**src/rtl/cg_vector_bank.sv**
```systemverilog
// cg_vector_bank: double-buffered CG vector store, sequential and addressed read ports.
// Optional CG_ZERO_PAD_EN: zero pad lanes of the last beat and clear both banks on reset.
module cg_vector_bank #(
  parameter int number_of_equations_per_cluster = 10,
  parameter int element_width = 32,
  parameter int no_of_units = 8
) (
  input  logic                                 clk,
  input  logic                                 reset,
  input  logic                                 wr_en,
  input  logic [element_width*no_of_units-1:0] wr_data,
  input  logic                                 rd_req,
  input  logic [31:0]                          rd_addr,
  input  logic                                 swap,
  output logic [element_width*no_of_units-1:0] rd_data,
  output logic                                 rd_valid,
  output logic [element_width*no_of_units-1:0] rd_data_a,
  output logic                                 wr_done,
  output logic                                 rd_done,
  output logic                                 wr_full,
  output logic                                 err
);
  localparam int additional = no_of_units - (number_of_equations_per_cluster % no_of_units);
  localparam int total = number_of_equations_per_cluster + additional;
  localparam int DEPTH = total / no_of_units;
  localparam int PW = DEPTH > 1 ? $clog2(DEPTH) : 1;
  localparam int BW = element_width * no_of_units;
  typedef enum logic {FILL, FULL} state_t;
  state_t state;
  logic sel;
  logic [PW-1:0] wr_ptr, rd_ptr, a_idx;
  logic [BW-1:0] mem [2][DEPTH];
  logic [BW-1:0] wr_word;
  logic wr_go, wr_last, rd_last, swap_go;
  always_comb begin
    wr_go = wr_en && state == FILL;
    wr_last = wr_ptr == PW'(DEPTH - 1);
    rd_last = rd_ptr == PW'(DEPTH - 1);
    swap_go = swap && state == FULL;
    a_idx = PW'(rd_addr % DEPTH);
    wr_word = wr_data;
`ifdef CG_ZERO_PAD_EN
    for (int k = number_of_equations_per_cluster - (DEPTH - 1) * no_of_units; k < no_of_units; k++)
      if (wr_last) wr_word[k*element_width +: element_width] = '0;
`endif
  end
  // sel names the write bank; the read bank is always the other one
  always_ff @(posedge clk or negedge reset)
    if (!reset) begin
      state <= FILL;
      sel <= 1'b0;
      wr_ptr <= '0;
      rd_ptr <= '0;
      rd_data <= '0;
      rd_valid <= 1'b0;
      rd_data_a <= '0;
      wr_done <= 1'b0;
      rd_done <= 1'b0;
      wr_full <= 1'b0;
      err <= 1'b0;
    end else begin
      wr_done <= wr_go && wr_last;
      rd_valid <= rd_req;
      rd_done <= rd_req && rd_last;
      rd_data_a <= mem[~sel][a_idx];
      if (rd_req) rd_data <= mem[~sel][rd_ptr];
      if ((wr_en && state == FULL) || (swap && state == FILL)) err <= 1'b1;
      if (swap_go) begin
        state <= FILL;
        sel <= ~sel;
        wr_ptr <= '0;
        rd_ptr <= '0;
        wr_full <= 1'b0;
      end else begin
        if (rd_req) rd_ptr <= rd_last ? '0 : rd_ptr + 1'b1;
        if (wr_go) begin
          wr_ptr <= wr_last ? wr_ptr : wr_ptr + 1'b1;
          wr_full <= wr_last;
          state <= wr_last ? FULL : FILL;
        end
      end
    end
`ifdef CG_ZERO_PAD_EN
  always_ff @(posedge clk or negedge reset)
    if (!reset) begin
      for (int b = 0; b < 2; b++)
        for (int d = 0; d < DEPTH; d++) mem[b][d] <= '0;
    end else if (wr_go) mem[sel][wr_ptr] <= wr_word;
`else
  always_ff @(posedge clk)
    if (wr_go) mem[sel][wr_ptr] <= wr_word;
`endif
endmodule

```
**config.mk**
```make
export PLATFORM = sky130hd
export DESIGN_NAME = cg_vector_bank
export DESIGN_NICKNAME = d
export VERILOG_FILES = /design/src/rtl/cg_vector_bank.sv
export SDC_FILE = /design/constraint.sdc
export NUM_CORES = 1
export LEC_CHECK = 0
export CAP_MARGIN = 20
export CORE_MARGIN = 2
export CORE_UTILIZATION = 59
export DETAILED_ROUTE_END_ITERATION = 8
export HOLD_SLACK_MARGIN = 0.12
export PLACE_DENSITY = 0.84
export SLEW_MARGIN = 20
export SYNTH_ARGS = -nofsm -noshare
export SYNTH_HDL_FRONTEND = slang
export SYNTH_SLANG_ARGS = --single-unit
```
**constraint.sdc**
```tcl
create_clock -name clk -period 43.5 [get_ports clk]
set_input_delay 8.7 -clock clk [delete_from_list [all_inputs] [get_ports clk]]
set_output_delay 8.7 -clock clk [all_outputs]
set_load 0.02 [all_outputs]
```
# Word level (Yosys, flattened, before mapping)
# Memory sizes are Yosys's and may differ from the RTL's.
# Index checks and enable logic that the tools add are counted.
[word_totals]
register_bits = 521
ram_bits = 1024
input_bits = 293
out_inout_bits = 517
mem_count = 1
[classes]
n_addsub = 2
n_lt_le_gt_ge = 4
n_mux = 21
bitwise = 5
reduce_logical = 10
[memory_table]
columns = ["name", "depth", "width", "read_ports", "rd_clocked_by_memory_dff", "wr", "line_no", "text"]
rows = [
  ["mem", 2, 512, 1, 0, 1, "32", "logic [BW-1:0] mem [2][DEPTH];"],
]
[ops]
columns = ["cell", "n"]
rows = [
  ["$mux 256", 7],
  ["$mux 512", 1],
  ["$demux 256 s1", 1],
  ["$mux 1", 12],
  ["$logic_and 1x1->1", 7],
  ["$ge 2x2->1 const B", 3],
  ["$not 1->2", 3],
  ["$reduce_bool 2->1", 2],
  ["$add 1x1->1 const B", 2],
  ["$lt 2x1->1 const B", 1],
  ["$not 1->1", 2],
  ["$logic_or 1x1->1", 1],
]

# Depth between registers and ports, before layout
[depth]
ltp_word = 6
ltp_mapped = 6
mapped_depth_nobuf = 2

# Worst setup path after synthesis
# No wires, ideal clock.
[synth_path]
path_kind = "input-to-reg"
from = "input wr_en"
to = "memory mem[0][256] (netlist bit), enable pin"
setup_ps = 1585
arrival_ps = 34268
required_time_ps = 41915
setup_slack_ps = 7646
stages = 1
cell_sequence = "nor4b_1"
[synth_via]
elab_chain_len = 3
[synth_rtl]
columns = ["element", "line_no", "text"]
rows = [
  ["start: declaration", "10", "input logic wr_en,"],
  ["$logic_and 1x1->1", "36", "wr_go = wr_en && state == FILL;"],
  ["$mux 1", "91", "if (wr_go) mem[sel][wr_ptr] <= wr_word;"],
  ["$mux 512 (implied by the code)", "91", ""],
  ["end: declaration", "32", ""],
]
# No other way between the ends.

# Final worst setup path
[layout_path]
from = "input wr_en"
to = "memory mem[1][43] (netlist bit), enable pin"
# The elaborated chain is that of the path after synthesis.

==> reports/qor.json <==
{
  "worst_setup_hold_path_clk_slew": {"value": 0.06, "unit": "ns"},
  "cp_num_buf_inv": {"value": 5},
  "timing.critical_path.slowest_stage_cell": {"value": "buf_4"},
  "warnings_synthesis": {"value": 0},
  "timing.setup.critical_path_class": {"value": "in -> reg"},
  "height_of_the_die": {"value": 322, "unit": "microns"},
  "grt_start_max_net_pins": {"value": 158},
  "rsz0062_at_grt": {"value": "no"},
  "cpMostUsedCell": {"value": "buf_4"},
  "maxSlewHeadroom": {"value": 0.232},
  "dominantRegCellSynth": {"value": "edfxtp_1"},
  "worstPathRequired": {"value": 43.87, "unit": "ns"},
  "max_clock_freq": {"value": 79.6, "unit": "MHz"},
  "port-buffer-count": {"value": 778},
  "grt_first_pass_wirelength": {"value": 223, "unit": "mm"},
  "timing.max_cap.violations": {"value": 0},
  "finalHoldViolCount": {"value": 0},
  "crit_fanout": {"value": 56},
  "cellLeakagePower": {"value": 27.0, "unit": "nW"},
  "cts_tree": {"value": "yes"},
  "grt_antenna_before_repair": {"value": 39},
  "fill_cells": {"value": 5622},
  "synth.largest_area_cell": {"value": "edfxtp_1"},
  "ys_seq_elements": {"value": 1544},
  "design.die.area": {"value": 104000, "unit": "sq um"},
  "pre_cts_ws": {"value": 30.21, "unit": "ns"},
  "remaining_drc_errors": {"value": 0},
  "placeableCoreArea": {"value": 100000, "unit": "sq um"},
  "viasPerCell": {"value": 6.25},
  "slew_viol_final": {"value": 0},
  "finalSetupTns": {"value": 0, "unit": "ns"},
  "max_slew.worst_pin.slew": {"value": 1.15, "unit": "ns"},
  "setup.worst_path.end_class": {"value": "register"},
  "cts.sinks": {"value": 1544},
  "finalWeightedCongestion": {"value": 0.803},
  "ctsRootBufferMaster": {"value": "clkbuf_16"},
  "synth-seq-area-share": {"value": 0.732},
  "syn-instance-count": {"value": 3044},
  "io_pins": {"value": 810},
  "htreeDepth": {"value": 4},
  "unique_masters_post_synth": {"value": 23},
  "cts-buffers-inserted": {"value": 151},
  "hold_start": {"value": "err$_DFFE_PN0P_"},
  "routed-via-count": {"value": 33300},
  "cts.repair.resized": {"value": 0},
  "syn_to_final_growth": {"value": 23.2, "unit": "%"},
  "placement.cell_area": {"value": 68600, "unit": "sq um"},
  "final_period_minus_worst_setup_slack": {"value": 12.56, "unit": "ns"},
  "die_width": {"value": 322, "unit": "microns"},
  "vdd_drop_max": {"value": 0.0656, "unit": "mV"},
  "critical_path.startpoint_type": {"value": "primary input"},
  "post_route_cells_drive_above_1_share": {"value": 0.134},
  "rr_startpoint": {"value": "sel$_DFFE_PN0P_"},
  "critPathTopFamily": {"value": "buffers and inverters"},
  "hold_path_end": {"value": "err$_DFFE_PN0P_"},
  "floorplan.initialDensity": {"value": 0.596},
  "synthesis.area_per_instance": {"value": 19.6, "unit": "sq um"},
  "cts_buffer_depth": {"value": 3},
  "power-per-cell-area": {"value": 70.9, "unit": "nW/um^2"},
  "post_drt_wl_per_cell": {"value": 28.3, "unit": "microns"},
  "clock-skew-final": {"value": 0.0419, "unit": "ns"},
  "post-route-worst-setup-slack": {"value": 30.94, "unit": "ns"},
  "synthArstFlopShare": {"value": 0.337},
  "clk_latency": {"value": 0.77, "unit": "ns"},
  "hold_buffers": {"value": 0},
  "synth-edff-count": {"value": 1024},
  "post-synth-top-area-fraction": {"value": 0.514},
  "timing.reg2reg.setup_slack": {"value": 38.55, "unit": "ns"},
  "final_nets": {"value": 4112},
  "post-route-period-util": {"value": 0.289},
  "globalRouteTotalUtil": {"value": 0.292},
  "detail_route.iter0.violations": {"value": 2866},
  "yosys-top-cells-count": {"value": "edfxtp_1, dfrtp_1, mux2i_1"},
  "drt-pass1-iter-count": {"value": 7},
  "reg_to_reg_endpoint": {"value": "mem[1][43]$_DFFE_PP_"},
  "synth.cell_area": {"value": 59800, "unit": "sq um"},
  "synth_top_cells_by_area": {"value": "edfxtp_1, dfrtp_1, mux4_2, mux2i_1, o221ai_1"},
  "grt_pass1_vias": {"value": 35000},
  "depth_of_the_most_critical_reg_to_reg_path": {"value": 6},
  "dp_hpwl": {"value": 87.9, "unit": "mm"},
  "worstHoldPathType": {"value": "reg -> reg"},
  "slowest_delay": {"value": 0.84, "unit": "ns"},
  "layout.cell_area.non_filler": {"value": 73700, "unit": "sq um"},
  "setup_violations": {"value": 0},
  "yosys.cell_count.top_type": {"value": "edfxtp_1"},
  "cp_cell_sequence": {"value": "clkdlybuf4s50_1 > nand3b_1 > nor2_4 > buf_4 > buf_4 > buf_4 > buf_4"},
  "detail_route.wirelength": {"value": 151, "unit": "mm"},
  "post_cts_buffers": {"value": 0},
  "antenna_violating_nets_post_route": {"value": 0},
  "status": {"value": "complete, no violations"},
  "min_path_cells": {"value": 1},
  "critPathArrivalTime": {"value": 12.93, "unit": "ns"},
  "postSynthNetCount": {"value": 3337},
  "placement_rows": {"value": 116},
  "hold-worst-slack": {"value": 0.490, "unit": "ns"},
  "gr-total-overflow": {"value": 0}
}
==> placed cells by master (no fill, tap or decap), types with 2 or more instances in the layout <==
cell type	n
clkinvlp_4	2
xnor2_1	2
clkbuf_16	159
inv_1	5
bufinv_16	10
clkinv_2	24
clkinv_8	4
buf_4	35
nand2b_1	256
buf_12	8
mux2i_1	512
buf_8	2
clkdlybuf4s50_1	775
clkinv_1	20
o221ai_1	256
nor2_4	2
mux4_2	256
clkbuf_1	42
edfxtp_1	1024
diode_2	32
clkbuf_8	19
dfrtp_1	519
==> worst reg2reg max path, delay by kind of cell (launching register included) <==
kind	cells	cell delay (ns)
buf+inv	5	3.42
flops	1	0.98
simple gates	1	0.14
==> cell type report <==
type                       count  area [sq um]  share of cell area
antenna                       32          80.1             0.00109
clock buffer                 220          4400              0.0597
clock inverter                63           613             0.00832
inverter                       5          18.8            0.000255
multi-input combinational   1296         14900               0.202
sequential                  1544         43800               0.594
tap                         1357          1700              0.0230
timing repair buffer         821          8220               0.112
==> through the flow <==
step | util | power [mW] | instances
after floorplan | - | 3.26 | 3044
after global placement | 0.684 | 3.88 | 5023
after detailed placement | 0.684 | 3.92 | 5023
after CTS | 0.734 | 5.25 | 5306
after global routing | 0.734 | 5.42 | 5329
final | 0.735 | 5.23 | 5338
==> per-layer routing <==
layer | wire [microns] | vias up | GRT usage
li1 | - | 13900 | -
met2 | 75800 | 1583 | 0.479
met4 | 8300 | 26 | 0.161
met5 | 180 | - | 0
met1 | 51900 | 17500 | 0.347
met3 | 14800 | 395 | 0.0913
==> cell families (layout without fill, tap and decap cells) <==
logic type,count (synthesis),after routing,synth area share
flops,1544,1544,0.732
mux,768,768,0.182
simple gates,266,266,0.0277
compound gates,260,260,0.0379
buf+inv,204,1109,0.0201
xor+xnor,2,2,0.000293
other cells,0,32,0
==> worst max path at each step <==
stage                     startpoint                    end  slack, ns  depth (start not counted)
final                          wr_en   mem[1][43]$_DFFE_PP_      30.94                          7
after global routing           wr_en   mem[1][43]$_DFFE_PP_      30.78                          7
after CTS                      wr_en   mem[1][67]$_DFFE_PP_      31.01                          7
after detailed placement       wr_en   mem[1][60]$_DFFE_PP_      30.21                          7
after global placement         wr_en   mem[1][61]$_DFFE_PP_      30.19                          7
after floorplan                wr_en  mem[0][256]$_DFFE_PP_       7.65                          1
==> report_power, final <==
part / internal, mW / switching [mW] / total, mW
sequential: 1.96 / 0.193 / 2.15
combinational: 0.797 / 0.968 / 1.77
clock: 0.763 / 0.543 / 1.31
total: 3.52 / 1.70 / 5.23
==> flip-flops by register name, summed over array words and instances (netlist names) <==
register   cells
wr_done        1
rd_data      256
mem         1024
sel            1
rd_done        1
rd_last        1
wr_last        1
rd_data_a    256
rd_valid       1
wr_full        1
err            1
Power figures use the tool's default switching activity.
